[src/rtl/vga_timing_gen.sv]
`default_nettype none
// ============================================================================
// Module   : vga_timing_gen
// Purpose  : 640x480@60 VGA raster timing generator. Divides mainClk down to
//            the pixel rate, runs the horizontal/vertical counters, issues
//            frame-buffer read addresses for a 2**SCALE_SHIFT upscaled image
//            and drives sync/blank through a pixel-rate delay line so they
//            line up with the SPRAM read data at the DAC.
// Revision : 1.0 - initial release
// ============================================================================
module vga_timing_gen #(
    parameter int CLK_DIV     = 2,
    parameter int H_ACTIVE    = 640,
    parameter int H_FP        = 16,
    parameter int H_SYNC      = 96,
    parameter int H_BP        = 48,
    parameter int V_ACTIVE    = 480,
    parameter int V_FP        = 10,
    parameter int V_SYNC      = 2,
    parameter int V_BP        = 33,
    parameter int SCALE_SHIFT = 2,
    parameter int ADDR_W      = 15,
    parameter int PIPE_DLY    = 1
) (
    input  logic              mainClk,
    input  logic              nreset,
    output logic              pixEn,
    output logic [9:0]        hCount,
    output logic [9:0]        vCount,
    output logic [ADDR_W-1:0] readAddr,
    output logic              frameStart,
    output logic              hSync,
    output logic              vSync,
    output logic              syncB,
    output logic              blankB
);

    localparam int H_TOTAL  = H_ACTIVE + H_FP + H_SYNC + H_BP;
    localparam int V_TOTAL  = V_ACTIVE + V_FP + V_SYNC + V_BP;
    localparam int HS_START = H_ACTIVE + H_FP;
    localparam int HS_END   = H_ACTIVE + H_FP + H_SYNC;
    localparam int VS_START = V_ACTIVE + V_FP;
    localparam int VS_END   = V_ACTIVE + V_FP + V_SYNC;
    localparam int IMG_W    = H_ACTIVE >> SCALE_SHIFT;
    localparam int DIV_W    = (CLK_DIV > 1) ? $clog2(CLK_DIV) : 1;

    // Inactive delay-line value: {hs_n, vs_n, active} = sync high, blanked
    localparam logic [2:0] SYNC_IDLE = 3'b110;

    logic [DIV_W-1:0]  divCnt_q, divCnt_d;
    logic              pixEn_q, pixEn_d;
    logic [9:0]        hCount_q, hCount_d;
    logic [9:0]        vCount_q, vCount_d;
    logic [ADDR_W-1:0] readAddr_q, readAddr_d;
    logic              frameStart_q, frameStart_d;

    logic              w_active;
    logic              w_hs_n;
    logic              w_vs_n;
    logic              w_h_last;
    logic              w_v_last;
    logic [ADDR_W-1:0] w_addr;
    logic [2:0]        w_raw;
    logic [2:0]        w_sync_out;

    // Raw raster decode on the current counters
    assign w_h_last = (hCount_q == 10'(H_TOTAL - 1));
    assign w_v_last = (vCount_q == 10'(V_TOTAL - 1));
    assign w_active = (hCount_q < 10'(H_ACTIVE)) && (vCount_q < 10'(V_ACTIVE));
    assign w_hs_n   = !((hCount_q >= 10'(HS_START)) && (hCount_q < 10'(HS_END)));
    assign w_vs_n   = !((vCount_q >= 10'(VS_START)) && (vCount_q < 10'(VS_END)));
    assign w_raw    = {w_hs_n, w_vs_n, w_active};

    // Scaled image address; arithmetic kept at ADDR_W so the result wraps
    // exactly like a truncated full-width product
    assign w_addr = ADDR_W'(vCount_q >> SCALE_SHIFT) * ADDR_W'(IMG_W)
                  + ADDR_W'(hCount_q >> SCALE_SHIFT);

    // Next-state: pixel divider, raster counters, address and frame pulse
    always_comb begin
        divCnt_d     = divCnt_q;
        pixEn_d      = (divCnt_q == DIV_W'(CLK_DIV - 1));
        hCount_d     = hCount_q;
        vCount_d     = vCount_q;
        readAddr_d   = w_active ? w_addr : '0;
        frameStart_d = pixEn_q && w_h_last && w_v_last;

        if (divCnt_q == DIV_W'(CLK_DIV - 1)) begin
            divCnt_d = '0;
        end else begin
            divCnt_d = divCnt_q + 1'b1;
        end

        if (pixEn_q) begin
            if (w_h_last) begin
                hCount_d = '0;
                vCount_d = w_v_last ? 10'd0 : vCount_q + 10'd1;
            end else begin
                hCount_d = hCount_q + 10'd1;
            end
        end
    end

    // State registers with asynchronous active-low reset
    always_ff @(posedge mainClk or negedge nreset) begin
        if (!nreset) begin
            divCnt_q     <= '0;
            pixEn_q      <= 1'b0;
            hCount_q     <= '0;
            vCount_q     <= '0;
            readAddr_q   <= '0;
            frameStart_q <= 1'b0;
        end else begin
            divCnt_q     <= divCnt_d;
            pixEn_q      <= pixEn_d;
            hCount_q     <= hCount_d;
            vCount_q     <= vCount_d;
            readAddr_q   <= readAddr_d;
            frameStart_q <= frameStart_d;
        end
    end

    if (PIPE_DLY == 0) begin : g_nodly
        logic [2:0] out_q;

        // No alignment delay: register the raw decode every clock
        always_ff @(posedge mainClk or negedge nreset) begin
            if (!nreset) begin
                out_q <= SYNC_IDLE;
            end else begin
                out_q <= w_raw;
            end
        end

        assign w_sync_out = out_q;
    end else begin : g_dly
        logic [2:0] stage_q [PIPE_DLY];

        // Pixel-rate shift register aligning sync/blank with SPRAM data
        always_ff @(posedge mainClk or negedge nreset) begin
            if (!nreset) begin
                for (int i = 0; i < PIPE_DLY; i++) begin
                    stage_q[i] <= SYNC_IDLE;
                end
            end else if (pixEn_q) begin
                stage_q[0] <= w_raw;
                for (int i = 1; i < PIPE_DLY; i++) begin
                    stage_q[i] <= stage_q[i-1];
                end
            end
        end

        assign w_sync_out = stage_q[PIPE_DLY-1];
    end

    assign pixEn      = pixEn_q;
    assign hCount     = hCount_q;
    assign vCount     = vCount_q;
    assign readAddr   = readAddr_q;
    assign frameStart = frameStart_q;
    assign hSync      = w_sync_out[2];
    assign vSync      = w_sync_out[1];
    assign blankB     = w_sync_out[0];
    assign syncB      = 1'b0;

endmodule
`default_nettype wire
[config.mk]
export PLATFORM = sky130hd
export DESIGN_NAME = vga_timing_gen
export DESIGN_NICKNAME = d
export VERILOG_FILES = /design/src/rtl/vga_timing_gen.sv
export SDC_FILE = /design/constraint.sdc
export NUM_CORES = 1
export LEC_CHECK = 0
export BUFFER_PORTS_ARGS = -buffer_cell sky130_fd_sc_hd__buf_4
export CAP_MARGIN = 5
export CORE_MARGIN = 10
export CORE_UTILIZATION = 50
export CTS_BUF_LIST = sky130_fd_sc_hd__clkbuf_4 sky130_fd_sc_hd__clkbuf_8
export CTS_CLUSTER_DIAMETER = 60
export DETAILED_ROUTE_END_ITERATION = 7
export HOLD_SLACK_MARGIN = 0.02
export PLACE_DENSITY = 0.73
export SYNTH_ARGS = -nofsm -noshare
export SYNTH_HDL_FRONTEND = slang
export SYNTH_SLANG_ARGS = --single-unit
[constraint.sdc]
create_clock -name mainClk -period 3.35 [get_ports mainClk]
set_clock_uncertainty 0.05 [all_clocks]
set_input_delay 0.335 -clock mainClk [delete_from_list [all_inputs] [get_ports mainClk]]
set_output_delay 0.335 -clock mainClk [all_outputs]
set_load 0.01 [all_outputs]
---- Word level (Yosys, flattened, before mapping) ----
Cells that the tools add are included.
cells by class
  add/sub/neg operators ................... 4
  $mul .................................... 1
  div/mod/pow operators ................... 0
  $lt $le $gt $ge ......................... 6
  eq/ne operators ......................... 2
  shift operators ......................... 0
  multiplexer cells ....................... 4
  bitwise gates (word level) .............. 0
  reductions and logical operators ........ 8
operators with widths
  kind                                                                count
  adder 10 x 1 -> 10 bit, second input constant                       2
  == test 10 bit, second input constant                               2
  < comparator 10 bit, second input constant                          2
  < comparator 10 x 9 -> 1 bit, second input constant                 2
  two-way mux 10 bit                                                  2
  adder 15 x 8 -> 15 bit                                              1
  two-way mux 15 bit                                                  1
  greater-or-equal comparator 10 bit, second input constant           1
  greater-or-equal comparator 10 x 9 -> 1 bit, second input constant  1
  multiplier 8 x 3 -> 10 bit, second input constant                   1
  logical AND 1 bit                                                   5
  zero test 1 bit                                                     2
  AND reduction 2 bit                                                 1
  adder 1 bit, second input constant                                  1
  two-way mux 1 bit                                                   1
storage, ports and cells
  register bits after elaboration ......... 41
  latch bits .............................. 0
  RAM bits ................................ 0
  memory bits (read-only) ................. 0
  input bits .............................. 2
  output and inout port bits .............. 41
  word-level logic and storage cells ...... 32
  memories ................................ 0

---- Longest topological paths before layout ----
  depth in word-level cells ............... 3
  gate-level depth with buffers ........... 9
  gate-level depth less buffers ........... 9

---- Worst setup path after synthesis ----
Ideal clock, no wire load.
  path type ............................... reg-to-reg
  start point ............................. register vCount_q[3], in the netlist vCount[3]
  end point ............................... register readAddr_q[13], in the netlist readAddr[13]
  setup time .............................. 81 ps
  arrival ................................. 2479 ps
  data required time ...................... 3219 ps
  slack ................................... 739 ps
  cell stages (with the launch flop) ...... 9
  buffers on the path ..................... 0
  clock period less this slack ............ 2611 ps
  path through ............................ dfrtp_1 ha_1 ha_1 inv_1 fa_1 nor4_1 nand2_1 or3b_1 a21oi_1
on the way
  word-level cells in the longest chain between the ends .. 3
  elaborated cells on any way between the ends .. 5
  classes of those cells .................. 1 x add/sub; 1 x mul; 1 x order compare; 1 x mux; 1 x reduce/logical
ends and longest elaborated chain
  what                                                                        line    RTL
  start, declared                                                             53      logic [9:0] vCount_q, vCount_d;
  start signal, assigned                                                      117     vCount_q <= vCount_d;
  multiplier 8 x 3 -> 10 bit or < comparator 10 x 9 -> 1 bit (tied branches)  76, 69
  adder 15 x 8 -> 15 bit or logical AND 1 bit (tied branches)                 77, 69
  two-way mux 15 bit *                                                        85      readAddr_d = w_active ? w_addr : '0;
  named net readAddr_d[13]                                                    54      logic [ADDR_W-1:0] readAddr_q, readAddr_d;
  end signal, assigned                                                        118     readAddr_q <= readAddr_d;
  end, declared                                                               54
The timed path passes the listed nets; every way through them passes the cells marked *.
A chain may end at the register's enable or synchronous reset.

---- Worst setup path after layout ----
  start point ............................. register vCount_q[4], in the netlist vCount[4]
  end point ............................... register readAddr_q[13], in the netlist readAddr[13]
Same word-level chain as after synthesis.

==> flow_metrics.tcl <==
set metrics [dict create \
    critPathRequiredTime_ps 3510 \
    yosys_warnings 0 \
    clock_sinks 41 \
    layout.area.seq_um2 1030 \
    cts_tree "built" \
    setup_tns_ps 0 \
    drive_gt1_share_pct 23.4 \
    die_x_um 88.2 \
    rsz0062_at_grt "no" \
    total_power_uw 854 \
    ant_nets 0 \
    cts_buffer_depth 2 \
    dp_cells 308 \
    rr_worst_depth 7 \
    place_ws_ps 606 \
    synthesis.nets 244 \
    grt_pass1_vias 1716 \
    worst-setup-path-type "reg -> reg" \
    portBuffers 41 \
    finalCritPeriodShare_pct 82.5 \
    clkTransAtPathRegs_ps 70 \
    yosys_register_bits 41 \
    setup_slack_ps 586 \
    cts_inserted_buffers 5 \
    syn_area_um2 2320 \
    area_growth_syn_to_layout_pct 19.3 \
    drv_cap 0 \
    whs_ps 333 \
    grt_pass1_wl_um 8130 \
    cts_root_buf "clkbuf_8" \
    drtIter0Drc 113 \
    clkLatencyLatePin_ps 290 \
    synth_edf_count 0 \
    antenna_found_initial 0 \
    finalSetupViolations 0 \
    syn_inst 221 \
    setup.worst_path.start "vCount[4]" \
    critPathLaunchType "register" \
    die_y_um 88.2 \
    ys.flop_type "dfrtp_1" \
    start_util_pct 52.6 \
    critPathCaptureType "register" \
    grt_usage_pct 13.1 \
    gp_congestion 0.821 \
    yosys.cell_types.count 52 \
    vias 1680 \
    p_leak_nw 1.42 \
    diodes 0 \
    die-area_um2 7770 \
    io_pins 43 \
    drtPass1Iterations 4 \
    drt-total-wl_um 4640 \
    multi_input_area_um2 1200 \
    reg2reg_slack_ps 590 \
    layout.nets 287 \
    drcViolationCount 0 \
    holdPathStages 0 \
    whs_endpoint "pixEn" \
    status "completed" \
    fillers 374 \
    dpl-instance-area_um2 2660 \
    report.final.slew_viol_count 0 \
    avgSynthCellArea_um2 10.5 \
    r2r-end "readAddr[13]" \
    hpwl_um 3540 \
    instances_no_fill 317 \
    peakVddDrop_uv 209 \
    rows 24 \
    pwr_density_cell_nw_per_um2 308 \
    cts_setup_buffers 0 \
    fin_area_um2 2770 \
    hold_viol_final 0 \
    worst_pin_slew_ps 824 \
    slew_headroom_pct 45.0 \
    vias_per_cell 5.30 \
    wire_per_inst_um 14.6 \
    cts_resized 0 \
    r2r-start "vCount[4]" \
    async_reset_ff_share_pct 100 \
    htreeDepth 2 \
    fin_util_pct 62.8 \
    arrival_ps 2920 \
    min_from "divCnt_q" \
    hold_class "reg -> reg" \
    overflow 0 \
    critPathMaxFanout 9 \
    grt_max_degree 42 \
    fmax_mhz 362 \
    fin_crit_ps 2760 \
    ys_seq_area_share_pct 44.3 \
    coreArea_um2 4410 \
]
[cells in the final DEF, fill, tap and decap left out, drive strengths merged, types with 6 or more instances in the layout]
cell,n
dfrtp,39
xor2,10
clkbuf,7
nand4,6
nor3,9
nand2,15
buf,41
ha,19
xnor2,10
o21ai,11
and2,7
nor2,20
inv,14
[per-layer routing]
layer | vias up | part of all wire (%) | GRT usage (%)
met1 | 784 | 45 | 16.2
li1 | 859 | - | -
met3 | 2 | 6.5 | 4.64
met5 | - | 0 | 0
met2 | 35 | 48 | 21.0
met4 | 0 | 0.24 | 3.85
[how the worst max path moves through the flow]
stage | to | slack, ps | depth (start not counted)
5_1_grt | readAddr[14] | 390 | 9
3_5_place_dp | readAddr[13] | 610 | 8
3_3_place_gp | readAddr[13] | 650 | 8
6_report | readAddr[13] | 590 | 7
2_1_floorplan | readAddr[13] | 740 | 8
4_1_cts | readAddr[13] | 590 | 8
[synthesized netlist by cell type (2+ instances only)]
master	number	area, um2
a211oi_1	4	30.0
a21o_1	2	15.0
a21oi_1	4	20.0
and2_1	6	37.5
and3_1	4	25.0
buf_2	2	10.0
dfrtp_1	39	976
dfstp_2	2	52.6
fa_1	2	40.0
ha_1	19	238
inv_1	14	52.6
nand2_1	15	56.3
nand3_1	4	20.0
nand4_1	5	31.3
nor2_1	19	71.3
nor2b_1	2	12.5
nor3_1	8	40.0
nor3b_1	3	22.5
nor4_1	2	12.5
nor4_4	2	42.5
o21ai_0	11	55.1
o21bai_1	2	15.0
o31ai_1	2	15.0
or2_2	2	12.5
xnor2_1	10	87.6
xor2_1	10	87.6
[area by class of cell]
class | instances | share of cell area, %
clock inverters | 1 | 0.181
well taps | 52 | 2.35
repair buffers | 42 | 11.5
inverters | 14 | 1.90
clock buffers | 7 | 3.48
multi-input cells | 160 | 43.5
flip-flops and latches | 41 | 37.1
[registers in the layout, indices dropped and copies added (netlist names)]
signal	cells
readAddr	15
hCount	10
vCount	10
g_dly.stage_q	3
divCnt_q	1
frameStart	1
pixEn	1
[cell families after synthesis]
logic type / after synthesis / synth area share [%]
fa+ha+maj: 21 / 12.0
buf+inv: 20 / 3.83
other cells: 1 / 0.161
flops: 41 / 44.3
mux: 1 / 0.485
simple gates: 83 / 21.7
compound gates: 34 / 10.0
xor+xnor: 20 / 7.54
[worst max-delay path: stages, from the launching register on]
cell      delay, ps
dfrtp_1         490
ha_1            360
ha_1            300
a211oi_1        410
nor2_1          110
a211oi_1        450
or3b_1          390
a21oi_1         130
[power breakdown]
group / total (mW) / switching, mW / internal [mW]
registers: 0.495 / 0 / 0.495
clock network: 0.348 / 0.162 / 0.186
logic: 0.0112 / 0.00962 / 0.00154
[repair_timing]
| item | in CTS | in global routing |
|---|---|---|
| hold buffers | 1 | 0 |
| endpoints found under the hold margin | 39 | 0 |
| setup endpoints to repair | 0 | 0 |
(Power assumes the default switching activity.)
